`config.mk`:
```
export PLATFORM = sky130hd
export DESIGN_NAME = keypad_scanner
export DESIGN_NICKNAME = d
export VERILOG_FILES = /design/src/rtl/keypad_pkg.sv /design/src/rtl/keypad_debounce.sv /design/src/rtl/keypad_scanner.sv
export SDC_FILE = /design/constraint.sdc
export NUM_CORES = 1
export LEC_CHECK = 0
export ABC_AREA = 1
export BUFFER_PORTS_ARGS = -buffer_cell sky130_fd_sc_hd__buf_2
export CORE_AREA = 5 5 98 100
export CTS_CLUSTER_DIAMETER = 200
export DETAILED_ROUTE_END_ITERATION = 12
export DIE_AREA = 0 0 103 105
export SKIP_CTS_REPAIR_TIMING = 1
export SLEW_MARGIN = 15
export SYNTH_ARGS = -nofsm -noshare
export SYNTH_HDL_FRONTEND = slang
export SYNTH_SLANG_ARGS = --single-unit
```
`constraint.sdc`:
```
create_clock -name clk -period 2.2 [get_ports clk]
set_input_delay 0.11 -clock clk [delete_from_list [all_inputs] [get_ports clk]]
set_output_delay 0.11 -clock clk [all_outputs]
set_load 0.03 [all_outputs]
```
`src/rtl/keypad_pkg.sv`:
```
// Shared keypad types and tables: key map, column drive patterns, keycode layout and scan states.
// Keycodes are {pressed, hex}; the all-zero code means "no key".
package keypad_pkg;
  localparam int ROWS   = 4;
  localparam int COLS   = 4;
  localparam int HEX_W  = 4;
  localparam int CODE_W = HEX_W + 1;

  typedef struct packed {
    logic              pressed;
    logic [HEX_W-1:0]  hex;
  } key_t;

  localparam key_t KEY_NONE = '0;

  // Indexed by {row, col}: row0 = 1 2 3 A, row1 = 4 5 6 B, row2 = 7 8 9 C, row3 = 0 F E D
  localparam logic [HEX_W-1:0] KEYMAP [0:15] = '{
    4'h1, 4'h2, 4'h3, 4'hA,
    4'h4, 4'h5, 4'h6, 4'hB,
    4'h7, 4'h8, 4'h9, 4'hC,
    4'h0, 4'hF, 4'hE, 4'hD
  };

  localparam logic [COLS-1:0] COL_SEL [0:3] = '{4'b1110, 4'b1101, 4'b1011, 4'b0111};

  typedef enum logic [1:0] {
    ST_IDLE,
    ST_DRIVE,
    ST_SAMPLE,
    ST_EVAL
  } scan_state_t;
endpackage

```
`src/rtl/keypad_debounce.sv`:
```
// Accepts a per-scan candidate once it repeats for DEBOUNCE_SCANS scans; latency 1 cycle after eval.
// No backpressure: key_strobe is a single-cycle pulse on each newly accepted key.
module keypad_debounce
  import keypad_pkg::*;
#(
  parameter int DEBOUNCE_SCANS = 4
) (
  input  logic              clk,
  input  logic              rst_n,
  input  logic              eval,
  input  logic [CODE_W-1:0] cand,
  output logic [CODE_W-1:0] key_code,
  output logic              key_strobe
);
  localparam int CW = $clog2(DEBOUNCE_SCANS + 1);
  localparam logic [CW-1:0] CNT_MAX = CW'(DEBOUNCE_SCANS);

  key_t          cand_k;
  key_t          prev_cand;
  key_t          stable;
  key_t          code_q;
  logic [CW-1:0] match_cnt;
  logic [CW-1:0] cnt_nxt;
  logic          accept;

  assign cand_k = key_t'(cand);

  always_comb begin
    cnt_nxt = CW'(1);
    if (cand_k == prev_cand) begin
      cnt_nxt = (match_cnt == CNT_MAX) ? CNT_MAX : match_cnt + 1'b1;
    end
    accept = eval && (cnt_nxt == CNT_MAX) && (cand_k != stable);
  end

  always_ff @(posedge clk or negedge rst_n) begin
    if (!rst_n) begin
      prev_cand  <= KEY_NONE;
      match_cnt  <= '0;
      stable     <= KEY_NONE;
      code_q     <= KEY_NONE;
      key_strobe <= 1'b0;
    end else begin
      key_strobe <= accept && cand_k.pressed;
      if (eval) begin
        prev_cand <= cand_k;
        match_cnt <= cnt_nxt;
      end
      if (accept) begin
        stable <= cand_k;
        // A release keeps the last hex digit visible for the CPU register
        if (cand_k.pressed) begin
          code_q <= cand_k;
        end else begin
          code_q.pressed <= 1'b0;
        end
      end
    end
  end

  assign key_code = code_q;
endmodule

```
`src/rtl/keypad_scanner.sv`:
```
// Walks the 4x4 keypad columns, samples synchronised rows, hands one candidate per scan to the debouncer.
// Press latency up to (DEBOUNCE_SCANS+1)*4*COL_TICKS+3 cycles; no backpressure, free-running scan.
module keypad_scanner
  import keypad_pkg::*;
#(
  parameter int COL_TICKS      = 100000,
  parameter int DEBOUNCE_SCANS = 4
) (
  input  logic              clk,
  input  logic              rst_n,
  input  logic [ROWS-1:0]   row,
  output logic [COLS-1:0]   col,
  output logic [CODE_W-1:0] key_code,
  output logic              key_strobe
);
  localparam int TW = $clog2(COL_TICKS);
  localparam logic [TW-1:0] TICK_PRE = TW'(COL_TICKS - 2);

  scan_state_t     state, state_nxt;
  logic [TW-1:0]   tick, tick_nxt;
  logic [1:0]      col_idx, col_idx_nxt;
  logic [1:0]      rst_pipe;
  logic            run;
  logic [ROWS-1:0] row_meta, row_sync;
  logic            sample_en, eval_en;
  logic            hit;
  logic [1:0]      hit_row;
  key_t            cand;

  // Reset asserts asynchronously but the scan only starts two clocks after release
  always_ff @(posedge clk or negedge rst_n) begin
    if (!rst_n) begin
      rst_pipe <= '0;
    end else begin
      rst_pipe <= {rst_pipe[0], 1'b1};
    end
  end
  assign run = rst_pipe[1];

  always_ff @(posedge clk or negedge rst_n) begin
    if (!rst_n) begin
      row_meta <= '1;
      row_sync <= '1;
    end else begin
      row_meta <= row;
      row_sync <= row_meta;
    end
  end

  // IDLE and EVAL both count as tick 0 of column 0, so every column lasts COL_TICKS cycles
  always_comb begin
    state_nxt   = state;
    tick_nxt    = tick;
    col_idx_nxt = col_idx;
    sample_en   = 1'b0;
    eval_en     = 1'b0;
    case (state)
      ST_IDLE: begin
        if (run) begin
          state_nxt = ST_DRIVE;
          tick_nxt  = TW'(1);
        end
      end
      ST_DRIVE: begin
        tick_nxt = tick + 1'b1;
        if (tick == TICK_PRE) begin
          state_nxt = ST_SAMPLE;
        end
      end
      ST_SAMPLE: begin
        sample_en   = 1'b1;
        tick_nxt    = '0;
        col_idx_nxt = col_idx + 1'b1;
        state_nxt   = (col_idx == 2'd3) ? ST_EVAL : ST_DRIVE;
      end
      ST_EVAL: begin
        eval_en   = 1'b1;
        tick_nxt  = TW'(1);
        state_nxt = ST_DRIVE;
      end
      default: state_nxt = ST_IDLE;
    endcase
  end

  always_ff @(posedge clk or negedge rst_n) begin
    if (!rst_n) begin
      state   <= ST_IDLE;
      tick    <= '0;
      col_idx <= '0;
      col     <= COL_SEL[0];
    end else begin
      state   <= state_nxt;
      tick    <= tick_nxt;
      col_idx <= col_idx_nxt;
      col     <= COL_SEL[col_idx_nxt];
    end
  end

  // Lowest-numbered pressed row wins within a column
  always_comb begin
    hit     = 1'b0;
    hit_row = 2'd0;
    for (int j = ROWS - 1; j >= 0; j--) begin
      if (!row_sync[j]) begin
        hit     = 1'b1;
        hit_row = 2'(j);
      end
    end
  end

  // Column 0 starts a fresh scan; later columns only fill in if nothing was found yet
  always_ff @(posedge clk or negedge rst_n) begin
    if (!rst_n) begin
      cand <= KEY_NONE;
    end else if (sample_en && ((col_idx == 2'd0) || !cand.pressed)) begin
      cand <= hit ? key_t'({1'b1, KEYMAP[{hit_row, col_idx}]}) : KEY_NONE;
    end
  end

  keypad_debounce #(
    .DEBOUNCE_SCANS(DEBOUNCE_SCANS)
  ) u_debounce (
    .clk       (clk),
    .rst_n     (rst_n),
    .eval      (eval_en),
    .cand      (cand),
    .key_code  (key_code),
    .key_strobe(key_strobe)
  );
endmodule

```
==> results.toml <==
[placed_design]
hpwl_um = 4026
gp_congestion = 0.8241
dp_slack_ps = 323.4
dpl_cell_area_mm2 = 0.003065
port_buffers = 15

[synthesis]
ys_seq_area_frac = 0.5125
ys_ff_latch = 58
synthArstFlopShare = 1.000
synth_top_cell_by_area = "dfrtp_1"
synth_commonest_cells = "nand2_1, inv_1, dfrtp_1"
avgSynthCellArea_um2 = 8.122
synth_fp_nets = 369
ys_warn_count = 0
synth_top_flop_cell = "dfrtp_1"
synth_most_common_cell = "nand2_1"
yosys-top-cells-area = "dfrtp_1, nand2_1, dfstp_2, inv_1, o21ai_0"
synth_edf_count = 0
synth_cell_type_count = 27
syn_area_mm2 = 0.002859
synth_cells = 352
yosysTopAreaCellShare = 0.4114

[status]
outcome = "finished, final reports clean"

[clock_network]
cts_sinks = 58
cts_tree = "done"
clk_latency_ps = 340
cts-root-buf = "clkbuf_8"
cts-htree-levels = 3
max-clock-path-buffers = 2
clk_pin_slew_ps = 70
cts_buffers = 9

[timing]
finalSetupViolations = 0
fin_skew_ps = 11.40
min_period_over_period = 0.8412
fmax_mhz = 540.3
min_period_ps = 1851
fin_ws_ps = 349.3
grt_setup_unrepaired = "no"
maxSlewViolCount = 0
tns_ps = 0
hold_viol_final = 0

[setup_path]
end_kind = "register"
worstPathRequired_ps = 2430
cpMaxStageDelayCell = "dfrtp_1"
crit_family = "simple AND/OR/NAND/NOR gates"
arrival_ps = 2080
cp-start-kind = "register"
slowest_delay_ps = 390
path_class = "reg2reg"
critical_path_peak_fanout = 9
crit_chain = "inv_1, ha_1, inv_1, nor2_2, inv_2, nand2_1, nor2_2, nand3_1, nor2_1, nand3_1, nand2_1, nor2_1"
path_buf_inv = 3

[cells_and_area]
finalNetCount = 400
drive_gt1_frac = 0.1443
antenna-diode-count = 0
area_growth_pct = 15.62
utilization = 0.3847
fin_area_mm2 = 0.003306

[grt]
gr-max-usage-layer = "met2"
antenna_found_initial = 0
grt_use_total = 0.1106
grt_pass1_vias = 2187
use_met2 = 0.1664
grt_overflow = 0
grt_pass1_wl_um = 9473
gr-usage-met1 = 0.1406
met3_usage = 0.04530
grt_max_degree = 25

[routing]
drc_errors = 0
wl_per_cell_um = 10.70
ant_nets = 0
drt-total-wl_um = 5305
viasPerCell = 4.480
vias = 2222
drt_iter0_markers = 68
dr.pass1.iters = 4

[die]
pin_count = 16
die_x_um = 103
fp.dieH_um = 105
start_util = 0.3327
core_mm2 = 0.008593
die_area_mm2 = 0.01082
num_rows = 34

[pwr]
sw_frac_of_total = 0.3854
p_per_area_mw_per_mm2 = 1077
ir_worst_vdd_mv = 0.5188
clkPwrFrac = 0.256
seq_power_share = 0.417
p_sw_uw = 1372
p_leak_uw = 0.001621
p_int_uw = 2187
comb_power_share = 0.327

[hold_path]
hold_path.class = "in2async"

[job]
maxCapViolCount = 0
==> sequential cells by signal (all words and copies together), names as in the netlist <==
signal                 flops
tick                      17
cand                       5
u_debounce.key_code        5
u_debounce.prev_cand       5
col                        4
row_meta                   4
row_sync                   4
u_debounce.stable          4
u_debounce.match_cnt       3
col_idx                    2
rst_pipe                   2
state                      2
u_debounce.key_strobe      1
==> cell usage in the layout, fill, tap and decap left out <==
| cell | instances |
|---|---|
| a21oi_1 | 12 |
| buf_2 | 15 |
| buf_4 | 5 |
| clkbuf_8 | 12 |
| clkinv_1 | 1 |
| clkinv_2 | 2 |
| clkinvlp_4 | 2 |
| conb_1 | 1 |
| dfrtp_1 | 47 |
| dfstp_2 | 11 |
| dlygate4sd3_1 | 5 |
| ha_1 | 11 |
| inv_1 | 55 |
| inv_2 | 3 |
| nand2_1 | 94 |
| nand3_1 | 20 |
| nand3_2 | 2 |
| nand4_1 | 5 |
| nor2_1 | 30 |
| nor2_2 | 3 |
| nor2_4 | 1 |
| nor3_1 | 2 |
| nor3b_1 | 1 |
| nor4_1 | 1 |
| o211ai_1 | 1 |
| o21ai_0 | 38 |
| o22ai_1 | 3 |
| o31ai_1 | 1 |
| xnor2_1 | 2 |
| xor2_1 | 2 |
==> power by group through the flow <==
stage / clock, µW / combinational [µW] / sequential, µW
floorplan: 0 / 865 / 1490
detailed placement: 0 / 1160 / 1500
finish: 911 / 1160 / 1490
global route: 986 / 1360 / 1520
global placement: 0 / 1140 / 1500
CTS: 949 / 1170 / 1490
==> final cells by class <==
type | count | area [µm²]
Clock inverter | 4 | 25.02
Inverter | 59 | 221.5
Clock buffer | 12 | 165.2
Multi-Input combinational cell | 230 | 1131
Sequential cell | 58 | 1465
Fill cell | 880 | 5288
Tap cell | 108 | 135.1
Timing Repair Buffer | 25 | 162.7
==> kinds of logic (layout without fill, tap and decap cells) <==
group | Yosys count | in the layout | synth area share
adder cells (fa/ha/maj) | 11 | 11 | 0.04814
AND/OR/NAND/NOR | 159 | 159 | 0.2346
AO/OA/AOI/OAI | 55 | 55 | 0.09935
buffers and inverters | 64 | 100 | 0.09190
other | 1 | 1 | 0.001312
XOR/XNOR | 4 | 4 | 0.01226
flip-flops | 58 | 58 | 0.5125
==> worst reg2reg max path: cells and delay by family, from the launching register on <==
| kind | cells | cell delay [ps] |
|---|---|---|
| simple gates | 8 | 910 |
| flops | 1 | 390 |
| buf+inv | 3 | 260 |
| fa+ha+maj | 1 | 190 |
==> per-layer routing <==
layer | part of all wire | vias up
li1 | - | 1171
met1 | 0.49 | 1008
met2 | 0.45 | 36
met3 | 0.049 | 7
met4 | 0.013 | 0
met5 | 0 | -
==> stage by stage <==
stage / hold slack [ps] / instances / power, µW
6_report: 179.9 / 496 / 3559
4_1_cts: -363.9 / 491 / 3607
3_5_place_dp: 9.935 / 475 / 2669
3_3_place_gp: 9.248 / 475 / 2643
5_1_grt: 205.1 / 496 / 3864
2_1_floorplan: -185.6 / 352 / 2359
==> final timing paths <==
kind	from	to	slack (ps)	cells after the start
min	rst_n	u_debounce.prev_cand[0]	180	2
max reg2reg	state[0]	tick[16]	350	12
max	state[0]	tick[16]	350	12
min reg2reg	rst_pipe[0]	rst_pipe[1]	350	0
max in group asynchronous	rst_n	col[3]	1380	3
min in group clk	rst_pipe[0]	rst_pipe[1]	350	0
No activity file was read; power rests on OpenSTA's default activity.
